--- src/rtl/plot_pkg.sv ---
`default_nettype none
// ============================================================================
//  Package     : plot_pkg
//  Description : Shared state encoding and width helpers for the plot sweep
//                scheduler and its cycle counter.
//  Revision    : 1.0 - initial release
// ============================================================================
package plot_pkg;

   // Sweep FSM state encoding
   localparam int STATE_W = 3;
   localparam logic [STATE_W-1:0] ST_IDLE        = 3'd0;
   localparam logic [STATE_W-1:0] ST_ISSUE       = 3'd1;
   localparam logic [STATE_W-1:0] ST_WAIT_ACK    = 3'd2;
   localparam logic [STATE_W-1:0] ST_WAIT_RESULT = 3'd3;
   localparam logic [STATE_W-1:0] ST_WRITE       = 3'd4;

   // Width of the column index for a screen of 'hor' active pixels
   function automatic int x_width(input int hor);
      return (hor <= 1) ? 1 : $clog2(hor);
   endfunction

   // Width of the row value for a screen of 'ver' active rows
   function automatic int y_width(input int ver);
      return (ver <= 1) ? 1 : $clog2(ver);
   endfunction

endpackage : plot_pkg
`default_nettype wire

--- src/rtl/sweep_cycle_counter.sv ---
`default_nettype none
// ============================================================================
//  Module      : sweep_cycle_counter
//  Description : Saturating clock-cycle counter with synchronous clear and
//                enable, plus a capture register that latches count+1
//                (the count including the capturing cycle itself).
//  Revision    : 1.0 - initial release
// ============================================================================
module sweep_cycle_counter #(
   parameter int WIDTH = 24
) (
   input  logic             clk,
   input  logic             rst,
   input  logic             clear_i,
   input  logic             enable_i,
   input  logic             capture_i,
   output logic [WIDTH-1:0] captured_o
);

   logic [WIDTH-1:0] count_q;
   logic [WIDTH-1:0] captured_q;
   logic [WIDTH-1:0] count_inc;

   // Increment that sticks at all-ones instead of wrapping
   assign count_inc = (&count_q) ? count_q : count_q + WIDTH'(1);

   // Counter and capture registers; clear has priority over counting
   always_ff @(posedge clk) begin
      if (rst) begin
         count_q    <= '0;
         captured_q <= '0;
      end else begin
         if (clear_i) begin
            count_q <= '0;
         end else if (enable_i) begin
            count_q <= count_inc;
         end
         if (capture_i) begin
            captured_q <= count_inc;
         end
      end
   end

   assign captured_o = captured_q;

endmodule : sweep_cycle_counter
`default_nettype wire

--- src/rtl/plot_sweep_scheduler.sv ---
`default_nettype none
// ============================================================================
//  Module      : plot_sweep_scheduler
//  Description : Walks x across every screen column, issues one stack_machine
//                evaluation per column and writes the returned y / skip
//                result into the per-column plot buffer. A new request while
//                busy restarts the sweep from column 0 once the in-flight
//                evaluation has returned.
//  Revision    : 1.0 - initial release
// ============================================================================
module plot_sweep_scheduler
   import plot_pkg::*;
#(
   parameter int HOR_ACTIVE_PIXELS = 640,
   parameter int VER_ACTIVE_PIXELS = 480,
   parameter int CYCLE_COUNT_WIDTH = 24,
   localparam int X_W = x_width(HOR_ACTIVE_PIXELS),
   localparam int Y_W = y_width(VER_ACTIVE_PIXELS)
) (
   input  logic                         clk,
   input  logic                         rst,
   input  logic                         plot_start,
   output logic                         plot_busy,
   output logic                         plot_done,
   output logic                         sm_start,
   input  logic                         sm_ready,
   output logic [X_W-1:0]               sm_x,
   input  logic [Y_W-1:0]               sm_y,
   input  logic                         sm_skip,
   output logic                         col_we,
   output logic [X_W-1:0]               col_addr,
   output logic [Y_W-1:0]               col_y,
   output logic                         col_valid,
   output logic [CYCLE_COUNT_WIDTH-1:0] last_sweep_cycles
);

   localparam logic [X_W-1:0] X_LAST  = X_W'(HOR_ACTIVE_PIXELS - 1);
   // One extra bit so a power-of-two row count still fits
   localparam logic [Y_W:0]   Y_LIMIT = (Y_W + 1)'(VER_ACTIVE_PIXELS);

   logic [STATE_W-1:0] state_q,   state_d;
   logic [X_W-1:0]     x_q,       x_d;
   logic               restart_q, restart_d;
   logic               busy_q,    busy_d;
   logic [Y_W-1:0]     y_q,       y_d;
   logic               skip_q,    skip_d;

   logic restart_now;
   logic x_last;
   logic pixel_valid;
   logic cnt_clear;
   logic cnt_capture;

   // A request arriving in the WRITE cycle itself counts as a pending restart
   assign restart_now = restart_q | plot_start;
   assign x_last      = (x_q == X_LAST);
   // Off-screen y values that the datapath lets through are drawn as nothing
   assign pixel_valid = !skip_q && ({1'b0, y_q} < Y_LIMIT);

   // State and datapath registers
   always_ff @(posedge clk) begin
      if (rst) begin
         state_q   <= ST_IDLE;
         x_q       <= '0;
         restart_q <= 1'b0;
         busy_q    <= 1'b0;
         y_q       <= '0;
         skip_q    <= 1'b0;
      end else begin
         state_q   <= state_d;
         x_q       <= x_d;
         restart_q <= restart_d;
         busy_q    <= busy_d;
         y_q       <= y_d;
         skip_q    <= skip_d;
      end
   end

   // Next-state and datapath update logic
   always_comb begin
      state_d   = state_q;
      x_d       = x_q;
      restart_d = restart_q;
      busy_d    = busy_q;
      y_d       = y_q;
      skip_d    = skip_q;
      case (state_q)
         ST_IDLE: begin
            if (plot_start) begin
               state_d   = ST_ISSUE;
               x_d       = '0;
               busy_d    = 1'b1;
               restart_d = 1'b0;
            end
         end
         ST_ISSUE: begin
            // Nothing is in flight yet, so a new request restarts at once
            if (plot_start) begin
               x_d       = '0;
               restart_d = 1'b0;
            end else if (sm_ready) begin
               state_d = ST_WAIT_ACK;
            end
         end
         ST_WAIT_ACK: begin
            // Ready is stale this cycle; never look at it here
            if (plot_start) begin
               restart_d = 1'b1;
            end
            state_d = ST_WAIT_RESULT;
         end
         ST_WAIT_RESULT: begin
            if (plot_start) begin
               restart_d = 1'b1;
            end
            if (sm_ready) begin
               y_d     = sm_y;
               skip_d  = sm_skip;
               state_d = ST_WRITE;
            end
         end
         ST_WRITE: begin
            if (restart_now) begin
               x_d       = '0;
               restart_d = 1'b0;
               state_d   = ST_ISSUE;
            end else if (x_last) begin
               busy_d  = 1'b0;
               state_d = ST_IDLE;
            end else begin
               x_d     = x_q + X_W'(1);
               state_d = ST_ISSUE;
            end
         end
         default: begin
            state_d = ST_IDLE;
         end
      endcase
   end

   // Output decode: start pulse, buffer write strobe, done pulse, counter control
   always_comb begin
      sm_start    = 1'b0;
      col_we      = 1'b0;
      col_y       = '0;
      col_valid   = 1'b0;
      plot_done   = 1'b0;
      cnt_clear   = 1'b0;
      cnt_capture = 1'b0;
      case (state_q)
         ST_IDLE: begin
            cnt_clear = plot_start;
         end
         ST_ISSUE: begin
            if (plot_start) begin
               cnt_clear = 1'b1;
            end else begin
               sm_start = sm_ready;
            end
         end
         ST_WRITE: begin
            if (restart_now) begin
               cnt_clear = 1'b1;
            end else begin
               col_we    = 1'b1;
               col_valid = pixel_valid;
               col_y     = pixel_valid ? y_q : '0;
               if (x_last) begin
                  plot_done   = 1'b1;
                  cnt_capture = 1'b1;
               end
            end
         end
         default: begin
         end
      endcase
   end

   assign sm_x      = x_q;
   assign col_addr  = x_q;
   assign plot_busy = busy_q;

   sweep_cycle_counter #(
      .WIDTH (CYCLE_COUNT_WIDTH)
   ) u_cycle_counter (
      .clk        (clk),
      .rst        (rst),
      .clear_i    (cnt_clear),
      .enable_i   (busy_q),
      .capture_i  (cnt_capture),
      .captured_o (last_sweep_cycles)
   );

endmodule : plot_sweep_scheduler
`default_nettype wire

--- config.mk ---
export PLATFORM = sky130hd
export DESIGN_NAME = plot_sweep_scheduler
export DESIGN_NICKNAME = d
export VERILOG_FILES = /design/src/rtl/plot_pkg.sv /design/src/rtl/sweep_cycle_counter.sv /design/src/rtl/plot_sweep_scheduler.sv
export SDC_FILE = /design/constraint.sdc
export NUM_CORES = 1
export LEC_CHECK = 0
export CORE_MARGIN = 1.5
export CORE_UTILIZATION = 35
export CTS_BUF_LIST = sky130_fd_sc_hd__clkbuf_16
export CTS_CLUSTER_DIAMETER = 100
export CTS_CLUSTER_SIZE = 12
export DETAILED_ROUTE_END_ITERATION = 10
export PLACE_DENSITY = 0.66
export SLEW_MARGIN = 20
export SYNTH_ARGS = -nofsm -noshare
export SYNTH_HDL_FRONTEND = slang
export SYNTH_HIERARCHICAL = 1
export SYNTH_SLANG_ARGS = --single-unit
--- constraint.sdc ---
create_clock -name clk -period 2.3 [get_ports clk]
set_input_delay 0.46 -clock clk [delete_from_list [all_inputs] [get_ports clk]]
set_output_delay 0.46 -clock clk [all_outputs]
set_load 0.005 [all_outputs]
# Yosys cells after proc, flatten, opt, wreduce, memory -nomap -nowiden
# Cells that the tools add are included.
dict set report op_classes {
  order_cmp 1
  n_bitwise 1
  n_eq_ne 15
  n_reduce_logical 15
  muxes 34
  addsub 2
}
# cell count
set ops {}
lappend ops {{$mux 10} 3}
lappend ops {{$mux 9} 3}
lappend ops {{$add 24x1->24 const B} 1}
lappend ops {{$mux 24} 1}
lappend ops {{$reduce_and 24->1} 1}
lappend ops {{$pmux 10 s2} 1}
lappend ops {{$mux 1} 18}
lappend ops {{$pmux 3 s5} 1}
lappend ops {{$ne 2x2->1 const B} 7}
lappend ops {{$mux 3} 4}
lappend ops {{$reduce_and 4->1} 3}
lappend ops {{$add 10x1->10 const B} 1}
lappend ops {{$eq 10x10->1 const B} 1}
lappend ops {{$lt 9x9->1 const B} 1}
lappend ops {{$eq 3x2->1 const B} 2}
lappend ops {{$pmux 1 s3} 2}
lappend ops {{$reduce_or 2->1} 3}
lappend ops {{$ne 2x1->1 const B} 2}
lappend ops {{$reduce_bool 2->1} 2}
lappend ops {{$eq 3x1->1 const B} 1}
lappend ops {{$eq 3x3->1 const B} 1}
lappend ops {{$logic_not 3->1} 1}
lappend ops {{$ne 3x3->1 const B} 1}
lappend ops {{$reduce_and 3->1} 1}
lappend ops {{other kinds (6)} 6}
dict set report word_totals {
  wordCells 76
  in_bits 14
  reg_bits 73
}

# Logic depth before layout (Yosys ltp)
# Gate-level depths: netlist of the first run.
dict set report depth {
  depth_word 5
  depth_mapped 8
  mapped_depth_nobuf 6
}

# By module
# The synthesis of the first run kept the hierarchy.
# module cells_per_inst instances area_each_um2
set by_module_without_submodules {}
lappend by_module_without_submodules {sweep_cycle_counter 293 1 2516.2}
lappend by_module_without_submodules {plot_sweep_scheduler 165 1 1327.5}

# Worst setup path before layout of the first run
# No wires, ideal clock.
dict set report synth_path {
  path_kind {in2reg}
  from {input port plot_start}
  to {register u_cycle_counter.captured_q[23] (netlist: u_cycle_counter/captured_o[23])}
  arrival_ns 1.920
  path_buffers 4
  path_slack_ns 0.294
  stages 8
  cell_sequence {buf_4 -> nor4bb_1 -> and4_1 -> buf_6 -> clkbuf_1 -> clkbuf_1 -> nor2_1 -> a211oi_1}
}
dict set report synth_between {
  elab_chain_cells 3
}
# element line
set synth_lines {}
lappend synth_lines {{start, declared} plot_sweep_scheduler.sv:22} ;# input logic plot_start,
lappend synth_lines {{$or 1x1->1} plot_sweep_scheduler.sv:55} ;# assign restart_now = restart_q | plot_start;
lappend synth_lines {{$mux 1 (2 in series)} --}
lappend synth_lines {{named net plot_done} plot_sweep_scheduler.sv:24} ;# output logic plot_done,
lappend synth_lines {{end signal, assigned} sweep_cycle_counter.sv:39} ;# captured_q <= count_inc;
lappend synth_lines {{end, declared} sweep_cycle_counter.sv:21} ;# logic [WIDTH-1:0] captured_q;
# The timed path passes the listed nets, and every way through them passes these cells.
# A chain may end at the register's enable or synchronous reset.

# Worst setup path in the final report of the first run
dict set report layout_path {
  from {register state_q[0]}
  to {output port col_y[0]}
}
dict set report layout_between {
  elab_chain_cells 2
}
# element line
set layout_lines {}
lappend layout_lines {{start, declared} plot_sweep_scheduler.sv:41} ;# logic [STATE_W-1:0] state_q, state_d;
lappend layout_lines {{start signal, assigned} plot_sweep_scheduler.sv:70} ;# state_q <= state_d;
lappend layout_lines {{$eq 3x3->1} plot_sweep_scheduler.sv:150} ;# case (state_q)
lappend layout_lines {{$mux 9} plot_sweep_scheduler.sv:150}
lappend layout_lines {{end, declared} plot_sweep_scheduler.sv:32} ;# output logic [Y_W-1:0] col_y,
# Every way passes these cells.

==> flow_metrics.py, run 1 <==
metrics = {
    "clocking": {
        "clock_sinks": 73,
        "cts_tree": "built",
        "cts_buffers": 9,
        "clockBufferDepth": 2,
        "clock_latency_ns": 0.32,
        "path_clk_slew_ns": 0.06,
        "cts.hold.buffers_added": 0,
        "clock_tree.htree_level_count": 3,
        "clockRootBuffer": "sky130_fd_sc_hd__clkbuf_16",
    },
    "worst_setup_path": {
        "crit_top_cell": "sky130_fd_sc_hd__buf_4",
        "crit_path_start_kind": "flip-flop",
        "reg2reg_setup_slack_ns": 0.18,
        "worst_ep_required_time_ns": 1.84,
        "critPathKind": "flip-flop to primary output",
        "cp-end-kind": "primary output",
        "worst-r2r-cell-count": 6,
        "regToRegEndpoint": "u_cycle_counter/count_q[0]",
        "crit_path_max_incr_delay_ns": 0.30,
        "timing.critical_path.arrival_ns": 1.67,
        "critical_path.cell_chain": "nor2_1 > nand3_2 > nor2_4 > buf_4 > buf_4 > and2_1 > dlygate4sd2_1",
        "worst-path-buf-inv": 3,
        "cp_slowest_cell": "sky130_fd_sc_hd__dfxtp_1",
        "ff_to_ff_start": "u_cycle_counter/count_q[21]",
        "worstSetupPathDepth": 7,
        "critical_path.top_delay_family": "simple AND/OR/NAND/NOR gates",
        "cp_max_fo": 3,
    },
    "routing": {
        "ant_nets": 0,
        "detail_route.drc_violations": 0,
        "drt_pre_antenna_iters": 4,
        "via_count": 3675,
        "finalWirelength_um": 9850,
        "vias_per_cell": 5.36,
        "post_drt_wl_per_cell_um": 14.4,
        "drt_iter0_markers": 213,
    },
    "pwr": {
        "power_per_standard_cell_area_nw_per_um2": 548,
        "vdd_ir_drop_max_mv": 0.269,
        "leakagePower_nw": 1.79,
    },
    "synth": {
        "ys.warnings.count": 6,
        "synth.ff_latch_count": 73,
        "syn-num-nets": 474,
        "syn_area_sq_um": 3840,
        "synth_top_area_share_pct": 38.0,
        "ys_dominant_reg_cell": "sky130_fd_sc_hd__dfxtp_1",
        "ys_types": 59,
        "most_instantiated_library_cell_after_synthesis": "sky130_fd_sc_hd__dfxtp_1",
        "synth_enable_flop_cells": 0,
        "synth_seq_area_share_pct": 38.0,
        "synthXorXnorAreaFrac_pct": 7.06,
        "synth-simple-area-share_pct": 27.0,
        "synth_commonest_cells": "sky130_fd_sc_hd__dfxtp_1 (73), sky130_fd_sc_hd__nor2_1 (48), sky130_fd_sc_hd__nand2_1 (35)",
        "synth.mux.area_fraction_pct": 0.521,
        "synth-async-reset-ratio_pct": 0,
        "syn_inst": 458,
        "largest_family_of_logic_cells_by_synthesized_area": "simple AND/OR/NAND/NOR gates",
        "synth_area_in_compound_gates_pct": 20.3,
        "yosys.area_share.adder_pct": 0.651,
        "synth_area_leader_cell": "sky130_fd_sc_hd__dfxtp_1",
        "netlist_top_cells_area": "sky130_fd_sc_hd__dfxtp_1 (38%), sky130_fd_sc_hd__xor2_1 (5.7%), sky130_fd_sc_hd__nor2_1 (4.7%), sky130_fd_sc_hd__a21oi_1 (4.3%), sky130_fd_sc_hd__a211oi_1 (4.1%)",
        "synthesis.area_per_instance_sq_um": 8.39,
    },
    "final_layout": {
        "diodes": 0,
        "fraction_of_layout_instances_using_a_drive_strength_above_1_pct": 14.9,
        "area_growth_pct": 33.2,
        "finalNetCount": 556,
    },
    "grt": {
        "grt_antenna_before_repair": 0,
        "grt_first_pass_wirelength_um": 16200,
        "first_global_vias": 3439,
        "grt_start_max_net_pins": 29,
        "grt_remaining_overflow": 0,
        "track_usage_pct": 17.3,
    },
    "run_status": {
        "run_status": "finished clean",
    },
    "die": {
        "initial_utilization_pct": 35.6,
        "dieWidth_um": 108,
        "floorplan.io_pins": 72,
        "die_area_sq_um": 11600,
        "number_of_placement_rows": 38,
        "placeableCoreArea_sq_um": 10800,
        "die_h_um": 108,
    },
    "placed_design": {
        "weighted_congestion_at_the_end_of_routability_driven_global_placement": 0.838,
        "place_hpwl_um": 6730,
        "pre_cts_ws_ns": -0.256,
        "place.port_buffers": 71,
    },
    "timing": {
        "final_max_slew_viol_count": 0,
        "worst_slack_ns": 0.170,
        "setup_viol_count_final": 0,
        "period_share_pct": 92.6,
        "slew_headroom_pct": 63.1,
        "final_hold_viol_count": 0,
        "worstMarginPinSlew_ns": 0.549,
        "timing.clock.skew_ns": 0.00677,
        "fin_crit_ns": 2.13,
        "fmaxAchievable_ghz": 0.469,
        "holdWs_ns": 0.456,
    },
    "worst_hold_path": {
        "whs_endpoint": "skip_q",
        "hold_path_startpoint": "skip_q",
        "hold_path_class": "flip-flop to flip-flop",
        "hold-path-cell-count": 2,
    },
    "job": {
        "drv.max_cap_violation_count": 0,
    },
}
[worst max path at each step]
stage | from | end
3_5_place_dp | plot_start | col_y[4]
3_3_place_gp | plot_start | col_y[3]
2_1_floorplan | plot_start | u_cycle_counter/captured_o[23]
5_1_grt | state_q[0] | col_y[0]
4_1_cts | plot_start | col_y[0]
6_report | state_q[0] | col_y[0]
[stage by stage]
step	power [mW]	util (%)	std cells	instance area, sq um	TNS (ns)
after floorplan	1.41	-	458	3840	0
after global placement	1.48	44.3	665	4780	-3.71
after detailed placement	1.48	44.3	665	4780	-4.14
after CTS	2.83	47.3	685	5100	0
after global routing	2.92	47.4	685	5120	-0.0945
final	2.81	47.4	685	5120	0
[worst register-to-register path: stages, from the launching register on]
cell                      delay, ns
sky130_fd_sc_hd__dfxtp_1       0.47
sky130_fd_sc_hd__nand4_1       0.23
sky130_fd_sc_hd__or3_4         0.51
sky130_fd_sc_hd__o21ai_2       0.38
sky130_fd_sc_hd__buf_4         0.21
sky130_fd_sc_hd__xor2_1        0.15
sky130_fd_sc_hd__nor2_1        0.05
[sequential cells by signal, indices dropped and copies added, names as in the netlist]
name,cells
state_q,3
y_q,9
restart_q,1
u_cycle_counter/count_q,24
u_cycle_counter/captured_o,24
skip_q,1
plot_busy,1
col_addr,10
[power breakdown]
| group | switching [mW] | leakage [nW] | total, mW | internal (mW) |
|---|---|---|---|---|
| Sequential | 0.0131 | 0.589 | 1.29 | 1.28 |
| Clock | 0.518 | 0.142 | 1.35 | 0.828 |
| Combinational | 0.0941 | 1.06 | 0.171 | 0.0764 |
[kinds of logic after synthesis]
group | Yosys count
and+or+nand+nor | 185
xor gates and xnor gates | 31
DFF | 73
AOI/OAI and AO/OA | 117
buffers and inverters | 48
muxes | 2
adders and majority gates | 2
[what timing repair did]
action / 4_1_cts / 5_1_grt
buffers inserted: 4 / 0
endpoints found under the setup margin: 13 / 15
cloned: 0 / 0
resized for setup: 23 / 6
pin swaps: 3 / 2
[layer usage]
metal	track usage (%)	share of wire, %
met1	21.7	46
met5	0	0
met4	5.08	1.4
met2	29.4	49
met3	4.06	4.1
[cell type report]
cell class,instances,area [sq um]
Inverter,7,26.3
Tap cell,140,175
Multi-Input combinational cell,337,2160
Clock buffer,9,225
Fill cell,1034,5670
Timing Repair Buffer,112,1010
Sequential cell,73,1460
Clock inverter,7,60.1
[layout by cell type (no fill, tap or decap), types with 11 or more instances in the layout]
cell,instances
sky130_fd_sc_hd__nor2_1,46
sky130_fd_sc_hd__and2_1,11
sky130_fd_sc_hd__clkdlybuf4s50_1,56
sky130_fd_sc_hd__nand2b_1,11
sky130_fd_sc_hd__xor2_1,25
sky130_fd_sc_hd__a211oi_1,21
sky130_fd_sc_hd__dfxtp_1,73
sky130_fd_sc_hd__nand2_1,35
sky130_fd_sc_hd__o211ai_1,16
sky130_fd_sc_hd__nand4_1,13
sky130_fd_sc_hd__nand3_1,14
sky130_fd_sc_hd__a21oi_1,33
sky130_fd_sc_hd__o21ai_0,13
sky130_fd_sc_hd__buf_4,39
No activity file was read; power rests on OpenSTA's default activity.
==> run 2, diff against run 1 <==
Settings changed: CELL_PAD_IN_SITES_DETAIL_PLACEMENT from default to 1, CELL_PAD_IN_SITES_GLOBAL_PLACEMENT from default to 1, CORE_UTILIZATION 35 to 39, CTS_CLUSTER_SIZE 12 to 30, PLACE_DENSITY 0.66 to 0.89.
==> run 2 against run 1 <==
Hold slack better by 0.022 ns. Sequential power about the same. Largest cell class unchanged. Highest routed layer unchanged. Clock skew up 0.0016 ns. Via count up 4.3%. Clock power about the same.
==> flow_metrics.py, run 2 (synthesis gave the netlist of run 1 again) <==
metrics = {
    "routing": {
        "vias_per_cell": 5.69,
        "detail_route.drc_violations": 0,
        "drt_pre_antenna_iters": 4,
        "via_count": 3834,
        "finalWirelength_um": 12300,
        "drt_iter0_markers": 134,
        "post_drt_wl_per_cell_um": 18.2,
        "ant_nets": 0,
    },
    "timing": {
        "holdWs_ns": 0.478,
        "setup_viol_count_final": 0,
        "timing.clock.skew_ns": 0.00838,
        "rsz0062_at_grt": "false",
        "worstMarginPinSlew_ns": 0.532,
        "final_max_slew_viol_count": 0,
        "fin_crit_ns": 2.22,
        "period_share_pct": 96.6,
        "worst_slack_ns": 0.0785,
        "fmaxAchievable_ghz": 0.450,
        "final_hold_viol_count": 0,
        "setup_tns_ns": 0,
        "slew_headroom_pct": 64.2,
    },
    "clocking": {
        "path_clk_slew_ns": 0.07,
        "cts_tree": "built",
        "clockRootBuffer": "sky130_fd_sc_hd__clkbuf_16",
        "clock_tree.htree_level_count": 3,
        "clock_latency_ns": 0.34,
        "clock_sinks": 73,
        "clockBufferDepth": 2,
        "cts.hold.buffers_added": 0,
        "cts_buffers": 9,
    },
    "final_layout": {
        "diodes": 0,
        "filler_cell_count": 1104,
        "area_growth_pct": 32.9,
        "final-seq-area_sq_um": 1470,
        "multi_input_combinational_cell_area_sq_um": 2160,
        "finish.utilization_pct": 52.8,
        "layout_common_cells": "sky130_fd_sc_hd__dfxtp_1 (70), sky130_fd_sc_hd__clkdlybuf4s50_1 (58), sky130_fd_sc_hd__nor2_1 (45)",
        "finalNetCount": 552,
        "fraction_of_layout_instances_using_a_drive_strength_above_1_pct": 15.7,
        "design_area_sq_um": 5110,
        "finalNonFillerCells": 674,
        "leading_cell_type_in_the_layout_fill_and_taps_excluded": "sky130_fd_sc_hd__dfxtp_1",
    },
    "worst_hold_path": {
        "whs_endpoint": "y_q[2]",
        "hold_path_class": "flip-flop to flip-flop",
        "hold_path_startpoint": "y_q[2]",
        "hold-path-cell-count": 2,
    },
    "worst_setup_path": {
        "crit_path_start_kind": "primary input",
        "critPathKind": "primary input to primary output",
        "reg2reg_setup_slack_ns": 0.25,
        "cp_max_fo": 7,
        "cp-end-kind": "primary output",
        "worst_ep_required_time_ns": 1.84,
        "timing.critical_path.arrival_ns": 1.76,
        "ff_to_ff_start": "u_cycle_counter/count_q[1]",
        "worst-r2r-cell-count": 6,
        "regToRegEndpoint": "u_cycle_counter/captured_o[14]",
    },
    "grt": {
        "grt_start_max_net_pins": 35,
        "first_global_vias": 3849,
        "grt_antenna_before_repair": 0,
        "grt_first_pass_wirelength_um": 19200,
        "track_usage_pct": 23.3,
        "grt_remaining_overflow": 0,
    },
    "die": {
        "floorplan.io_pins": 72,
        "placeableCoreArea_sq_um": 9680,
        "initial_utilization_pct": 39.7,
        "die_area_sq_um": 10500,
        "die_h_um": 102,
        "number_of_placement_rows": 36,
        "dieWidth_um": 102,
    },
    "placed_design": {
        "place.port_buffers": 71,
        "placed_cells_incl_taps": 654,
        "weighted_congestion_at_the_end_of_routability_driven_global_placement": 0.831,
        "pre_cts_ws_ns": -0.304,
        "place_hpwl_um": 8220,
        "post_dp_cell_area_sq_um": 4740,
    },
    "job": {
        "drv.max_cap_violation_count": 0,
    },
    "pwr": {
        "leakagePower_nw": 1.87,
        "power_per_standard_cell_area_nw_per_um2": 555,
        "total_power_mw": 2.83,
        "vdd_ir_drop_max_mv": 0.348,
    },
    "run_status": {
        "run_status": "finished clean",
    },
}
-- run 2: cell count changes in the layout (fill, tap and decap cells not counted), sizes merged, moves of 3 or more --
| cell | change |
|---|---|
| buf | -4 |
| clkdlybuf4s15 | -6 |
| inv | +3 |
| dlymetal6s2s | +7 |
| clkinv | -5 |
| clkinvlp | +3 |
-- run 2: how the worst max path moves through the flow --
| stage | startpoint | to | slack [ns] | cells after the start |
|---|---|---|---|---|
| 5_1_grt | plot_start | sm_start | 0.04 | 5 |
| 6_report | plot_start | sm_start | 0.08 | 5 |
| 3_3_place_gp | plot_start | col_y[2] | -0.19 | 7 |
| 3_5_place_dp | plot_start | col_y[1] | -0.30 | 7 |
| 4_1_cts | plot_start | col_y[1] | 0.001 | 7 |
| 2_1_floorplan | plot_start | u_cycle_counter/captured_o[23] | 0.29 | 8 |
-- run 2: report_power, final --
group          internal (mW)  leakage, nW  total (mW)  switching, mW
clock                  0.749        0.131        1.36          0.608
combinational         0.0815         1.14       0.191          0.110
sequential              1.28        0.590        1.29         0.0108
total                   2.11         1.87        2.83          0.729
-- run 2: layer usage --
layer	track usage [%]	up-vias	wire length, um
met5	0	-	0
met4	10.1	0	263
met3	3.35	19	441
met2	42.6	93	6390
met1	27.0	1913	5150
li1	-	1809	-
-- run 2: layout make-up --
type	count	share of cell area, %
clock buffer	9	4.41
clock inverter	7	1.18
tap	133	3.26
timing repair buffer	108	19.6
multi-input combinational	337	42.3
inverter	7	0.514
sequential	73	28.7
-- run 2: worst max-delay path, stage by stage --
cell                              delay [ns]
sky130_fd_sc_hd__dlygate4sd2_1          0.27
sky130_fd_sc_hd__buf_4                  0.15
sky130_fd_sc_hd__buf_4                  0.15
sky130_fd_sc_hd__nor4_2                 0.19
sky130_fd_sc_hd__clkdlybuf4s50_1        0.53
-- run 2: timing repair --
item	CTS	global route
setup endpoints to repair	13	9
gates resized for setup	13	12
cloned	1	0
pin swaps	4	1
buffers inserted	3	0
==> run 3, diff against run 2 <==
Settings changed: CELL_PAD_IN_SITES_DETAIL_PLACEMENT 1 to default, CELL_PAD_IN_SITES_GLOBAL_PLACEMENT 1 to default, CORE_UTILIZATION 39 to 55, DONT_BUFFER_PORTS from default to 1, PLACE_DENSITY 0.89 to 0.79.
==> run 3 against run 2 <==
Setup slack improved by 0.085 ns. Final cell count shrank 22%. Flip-flop and latch count stayed put.
==> flow_metrics.py, run 3 (synthesis gave the netlist of run 1 again) <==
metrics = {
    "run_status": {
        "run_status": "finished clean",
    },
    "worst_setup_path": {
        "cp-end-kind": "primary output",
        "reg2reg_setup_slack_ns": 0.18,
        "cp_slowest_cell": "sky130_fd_sc_hd__dfxtp_1",
        "worst-r2r-cell-count": 7,
        "critical_path.top_delay_family": "simple AND/OR/NAND/NOR gates",
        "crit_top_cell": "sky130_fd_sc_hd__nor2_2",
        "crit_path_start": "state_q[1]",
        "critPathKind": "flip-flop to primary output",
        "cp_max_fo": 12,
        "worst-path-buf-inv": 1,
        "worst_ep_required_time_ns": 1.84,
        "timing.critical_path.arrival_ns": 1.68,
        "crit_path_max_incr_delay_ns": 0.43,
        "critical_path.cell_chain": "nor2_2 > nand3_2 > nor2_2 > buf_4 > and2_1",
        "regToRegEndpoint": "u_cycle_counter/captured_o[13]",
        "ff_to_ff_start": "u_cycle_counter/count_q[1]",
        "worstSetupPathDepth": 5,
        "crit_path_start_kind": "flip-flop",
        "worst_setup_path_endpoint": "col_y[7]",
    },
    "clocking": {
        "cts_resized": 1,
        "clock_tree.htree_level_count": 3,
        "cts_buffers": 9,
        "path_clk_slew_ns": 0.06,
        "postCtsSetupRepairBufs": 0,
        "clock_sinks": 73,
        "cts_tree": "built",
        "clock_latency_ns": 0.33,
        "clockBufferDepth": 2,
        "clockRootBuffer": "sky130_fd_sc_hd__clkbuf_16",
        "cts.hold.buffers_added": 0,
    },
    "final_layout": {
        "leading_cell_type_in_the_layout_fill_and_taps_excluded": "sky130_fd_sc_hd__dfxtp_1",
        "finalNonFillerCells": 529,
        "finalNetCount": 460,
        "filler_cell_count": 571,
        "layout_common_cells": "sky130_fd_sc_hd__dfxtp_1 (72), sky130_fd_sc_hd__nor2_1 (46), sky130_fd_sc_hd__nand2_1 (35)",
        "final-seq-area_sq_um": 1460,
        "finish.utilization_pct": 62.3,
        "fraction_of_layout_instances_using_a_drive_strength_above_1_pct": 13.1,
        "multi_input_combinational_cell_area_sq_um": 2150,
        "diodes": 0,
        "area_growth_pct": 9.51,
    },
    "grt": {
        "track_usage_pct": 24.0,
        "first_global_vias": 3114,
        "grt_remaining_overflow": 0,
        "grt_first_pass_wirelength_um": 14400,
        "grt_start_max_net_pins": 50,
        "grt_antenna_before_repair": 0,
    },
    "timing": {
        "slew_headroom_pct": 58.6,
        "rsz0062_at_grt": "false",
        "fin_crit_ns": 2.14,
        "timing.clock.skew_ns": 0.00716,
        "setup_tns_ns": 0,
        "fmaxAchievable_ghz": 0.468,
        "final_max_slew_viol_count": 0,
        "setup_viol_count_final": 0,
        "period_share_pct": 92.9,
        "worst_slack_ns": 0.163,
        "holdWs_ns": 0.192,
        "final_hold_viol_count": 0,
        "worstMarginPinSlew_ns": 0.618,
    },
    "worst_hold_path": {
        "hold_path_class": "primary input to flip-flop",
        "hold-path-cell-count": 1,
    },
    "pwr": {
        "vdd_ir_drop_max_mv": 0.383,
        "leakagePower_nw": 1.38,
        "power_per_standard_cell_area_nw_per_um2": 717,
    },
    "die": {
        "die_h_um": 86.6,
        "dieWidth_um": 86.6,
        "die_area_sq_um": 7500,
        "floorplan.io_pins": 72,
        "initial_utilization_pct": 56.9,
        "number_of_placement_rows": 30,
        "placeableCoreArea_sq_um": 6760,
    },
    "placed_design": {
        "pre_cts_ws_ns": 0.208,
        "placed_cells_incl_taps": 513,
        "weighted_congestion_at_the_end_of_routability_driven_global_placement": 0.897,
        "place_hpwl_um": 5860,
        "place.port_buffers": 0,
    },
    "routing": {
        "top_signal_layer_used": "met4",
        "post_drt_wl_per_cell_um": 16.6,
        "routed-wl-met3_um": 560,
        "finalWirelength_um": 8760,
        "drt_iter0_markers": 212,
        "met2_wirelength_um": 4270,
        "detail_route.wirelength.met1_um": 3770,
        "ant_nets": 0,
        "drt_pre_antenna_iters": 7,
        "via_count": 3333,
        "vias_per_cell": 6.30,
        "detail_route.drc_violations": 0,
    },
    "job": {
        "drv.max_cap_violation_count": 0,
    },
}
-- run 3: changes by cell type in the layout (fill, tap and decap cells not counted), moves of 3 or more --
cell and delta:
sky130_fd_sc_hd__dlygate4sd2_1 -4, sky130_fd_sc_hd__clkdlybuf4s50_1 -58, sky130_fd_sc_hd__bufinv_16 +3, sky130_fd_sc_hd__dlymetal6s2s_1 -8
sky130_fd_sc_hd__buf_4 -20
-- run 3: worst reg2reg max path: cells and delay by family, from the launching register on --
kind	cells	cell delay, ns
AOI/OAI and AO/OA	2	0.50
xor gates and xnor gates	1	0.10
adders and majority gates	1	0.28
buffers and inverters	1	0.26
DFF	1	0.41
and+or+nand+nor	2	0.48
-- run 3: power by group --
group	switching [mW]	leakage, nW	internal (mW)
Clock	0.550	0.168	1.07
Combinational	0.0597	0.627	0.0347
Sequential	0.0239	0.589	1.28
-- run 3: final cells by class --
cell class,instances,share of cell area (%)
Multi-Input combinational cell,337,51.0
Timing Repair Buffer,16,2.85
Inverter,7,0.624
Sequential cell,73,34.8
Clock inverter,7,3.00
Clock buffer,9,5.35
Tap cell,80,2.38
-- run 3: worst min path at each step --
stage / from / endpoint / slack, ns
6_report: rst / y_q[3] / 0.19
5_1_grt: rst / y_q[3] / 0.18
4_1_cts: rst / y_q[6] / 0.19
3_5_place_dp: y_q[1] / y_q[1] / 0.44
3_3_place_gp: y_q[0] / y_q[0] / 0.43
2_1_floorplan: y_q[0] / y_q[0] / 0.43
-- run 3: stage by stage --
stage	cell area, sq um	power, mW
final	4210	3.02
after global routing	4210	3.12
after CTS	4200	3.03
after detailed placement	3840	1.42
after global placement	3840	1.41
after floorplan	3840	1.41
-- run 3: routing by layer --
layer / GRT usage [%] / up-vias
met5: 0 / -
met4: 10.6 / 0
met3: 5.14 / 22
met2: 40.3 / 114
met1: 29.7 / 1564
li1: - / 1633
==> RTL edit: new RTL, config.mk and constraints of run 2 <==
Make the reset (`rst`) asynchronous in 2 clocked blocks.
--- a/src/rtl/sweep_cycle_counter.sv
+++ b/src/rtl/sweep_cycle_counter.sv
@@ -25,7 +25,7 @@
    assign count_inc = (&count_q) ? count_q : count_q + WIDTH'(1);
 
    // Counter and capture registers; clear has priority over counting
-   always_ff @(posedge clk) begin
+   always_ff @(posedge clk or posedge rst) begin
       if (rst) begin
          count_q    <= '0;
          captured_q <= '0;
--- a/src/rtl/plot_sweep_scheduler.sv
+++ b/src/rtl/plot_sweep_scheduler.sv
@@ -58,7 +58,7 @@
    assign pixel_valid = !skip_q && ({1'b0, y_q} < Y_LIMIT);
 
    // State and datapath registers
-   always_ff @(posedge clk) begin
+   always_ff @(posedge clk or posedge rst) begin
       if (rst) begin
          state_q   <= ST_IDLE;
          x_q       <= '0;
Function: differs if rst is asserted again (counterexample within 4 cycles, from zero or initial values and one cycle with rst high); with rst held inactive, the same outputs for 10 cycles.
==> RTL edit against run 2 <==
The flow now finishes with violations (negative setup slack); cell area grew 10%; sequential share of layout area grew 3.8 points; die area grew 2.3%; wire length grew 37%; final cell count shrank 2.1%; largest cell class unchanged; worst setup slack lost 0.42 ns; hold slack gained 0.033 ns; synthesized area grew 2.4%; sequential cell count is the same; critical path depth grew 2; global-route usage grew 5.6 points.
Power is not compared: it rests on default switching activity, and its combinational part moved more than twofold at a synthesized area within 25%.
==> RTL edit: results (changes against run 2) <==
For the first-pass iteration count of the detailed router, the log shows 5 (was 4). The clock root buffer was clkbuf_16 (unchanged). For the worst setup slack after layout, the log shows -0.340 ns (was 0.0785 ns). Area contributors post-synth: dfrtp_1, xnor2_1, nor2_1 (was dfxtp_1, xor2_1, nor2_1).

The tools report the critical hold path startpoint as y_q[0]$_DFFE_PP0P_ (was y_q[2]$_SDFFE_PP0P_). The final reports fail on negative setup slack. The share of post-route cells with drive strength above 1 is 26.6% (was 15.7%). The first-pass GRT wire length is 22,900 um (was 19,200 um). The tools report the capture point of the critical path as col_y[6] (was sm_start).

Half-perimeter wire length after placement: 8430 um (was 8220 um). The largest net degree at the start of global routing is 26 (was 35). The number of cells traversed by the worst register-to-register path was 10 (was 6); the data arrival time of the critical path was 2.18 ns (was 1.76 ns). The tools report the final hold slack as 0.511 ns (was 0.478 ns). For the number of nets in the synthesized netlist, the log shows 430 (was 474). Setup slack at placement: -0.655 ns (was -0.304 ns). The flow ran to the end, but the final reports show violations. The net count of the finished layout was 538 (was 552). The setup TNS is -4.95 ns (was 0 ns), and the combined global-route utilization of all metal layers is 28.9% (was 23.3%). Post-synthesis async set-or-reset flop share: 100% (was 0%). The slowest library cell on the worst path is or4b_1 (was clkdlybuf4s50_1). The largest clock skew in the final design is 0.0150 ns (was 0.00838 ns).

The endpoint of the lowest-slack register-to-register path is u_cycle_counter/captured_o[23]$_DFFE_PP0P_ (was u_cycle_counter/captured_o[14]$_SDFFE_PP0P_). The tools report the launch point of the worst reg-to-reg path as state_q[0]$_DFFE_PP0P_ (was u_cycle_counter/count_q[1]$_SDFFE_PP0P_). The number of vias per cell after detailed routing was 6.20 (was 5.69); the number of DRC violations after detailed-routing iteration 0 was 336 (was 134). The sequential cell area fraction in the yosys report was 46.4% (was 38.0%); the count of endpoints failing setup in the final report was 41 (was 0). The tools report the kind of start point of the critical path as a flop (was an input pin). Via count of the first global-routing pass: 4,123 (was 3,849).

The worst slew margin relative to its limit came out at 55.4% (was 64.2%). The number of fill cells in the layout was 1,083 (was 1,104). Final weighted congestion of routability-driven global placement: 0.937 (was 0.831).

The critical-path maximum fanout came out at 3 (was 7).
-- RTL edit: cell count changes after synthesis, moves of 8 or more --
cell,change
a211oi_1,-16
dfrtp_1,+73
dfxtp_1,-73
mux2_2,+12
nand2_1,-17
nand2b_1,-11
nor3_1,+8
o211ai_1,-13
xnor2_1,+20
xor2_1,-19
-- RTL edit: critical path: cells and delay by family (launching register included) --
| family | cells | cell delay [ns] |
|---|---|---|
| buffers and inverters | 3 | 0.29 |
| DFF | 1 | 0.42 |
| and+or+nand+nor | 4 | 1.12 |
-- RTL edit: cells by family after synthesis --
family                   after synthesis  share of synthesized area, %
XOR/XNOR                              32                          7.12
adder cells (fa/ha/maj)                2                         0.636
AND/OR/NAND/NOR                      158                          21.6
multiplexers                          13                          3.69
buffers and inverters                 49                          6.80
flip-flops                            73                          46.4
AO/OA/AOI/OAI                         87                          13.7
-- RTL edit: power groups by stage --
stage               Sequential (mW)  Combinational (mW)  Clock (mW)
floorplan                      1.53               0.393           0
global placement               1.55               0.572           0
detailed placement             1.56               0.606           0
CTS                            1.56               0.665        1.50
global route                   1.60               0.841        1.59
finish                         1.59               0.800        1.53
-- RTL edit: metrics by stage --
step | std cells | power, mW | util [%] | cell area, um^2
final | 660 | 3.92 | 57.6 | 5630
after global routing | 660 | 4.02 | 57.6 | 5630
after CTS | 648 | 3.73 | 55.2 | 5400
after detailed placement | 622 | 2.17 | 50.4 | 4930
after global placement | 622 | 2.12 | 50.4 | 4930
after floorplan | 414 | 1.92 | - | 3940
-- RTL edit: final cells by class --
class	instances	area, um^2	area share (%)
Inverter	10	42.5	0.755
Multi-Input combinational cell	293	1940	34.4
Clock buffer	9	225	4.00
Sequential cell	73	1830	32.5
Clock inverter	7	87.6	1.55
Timing Repair Buffer	135	1340	23.9
Tap cell	133	166	2.95
-- RTL edit: timing repair --
item | 4_1_cts | 5_1_grt
endpoints found under the setup margin | 35 | 33
hold endpoints to repair | 0 | 0
gates resized for setup | 88 | 23
pin swaps | 10 | 2
cloned | 1 | 3
buffers inserted | 10 | 10
hold buffers | 0 | 0
-- RTL edit: metal layers --
metal	vias up	wire (um)	share of wire, %	global-route usage, %
li1	1671	-	-	-
met1	2040	6120	37	35.7
met2	280	8310	50	49.4
met3	103	1220	7.3	4.17
met4	0	1080	6.4	14.4
met5	-	0	0	0
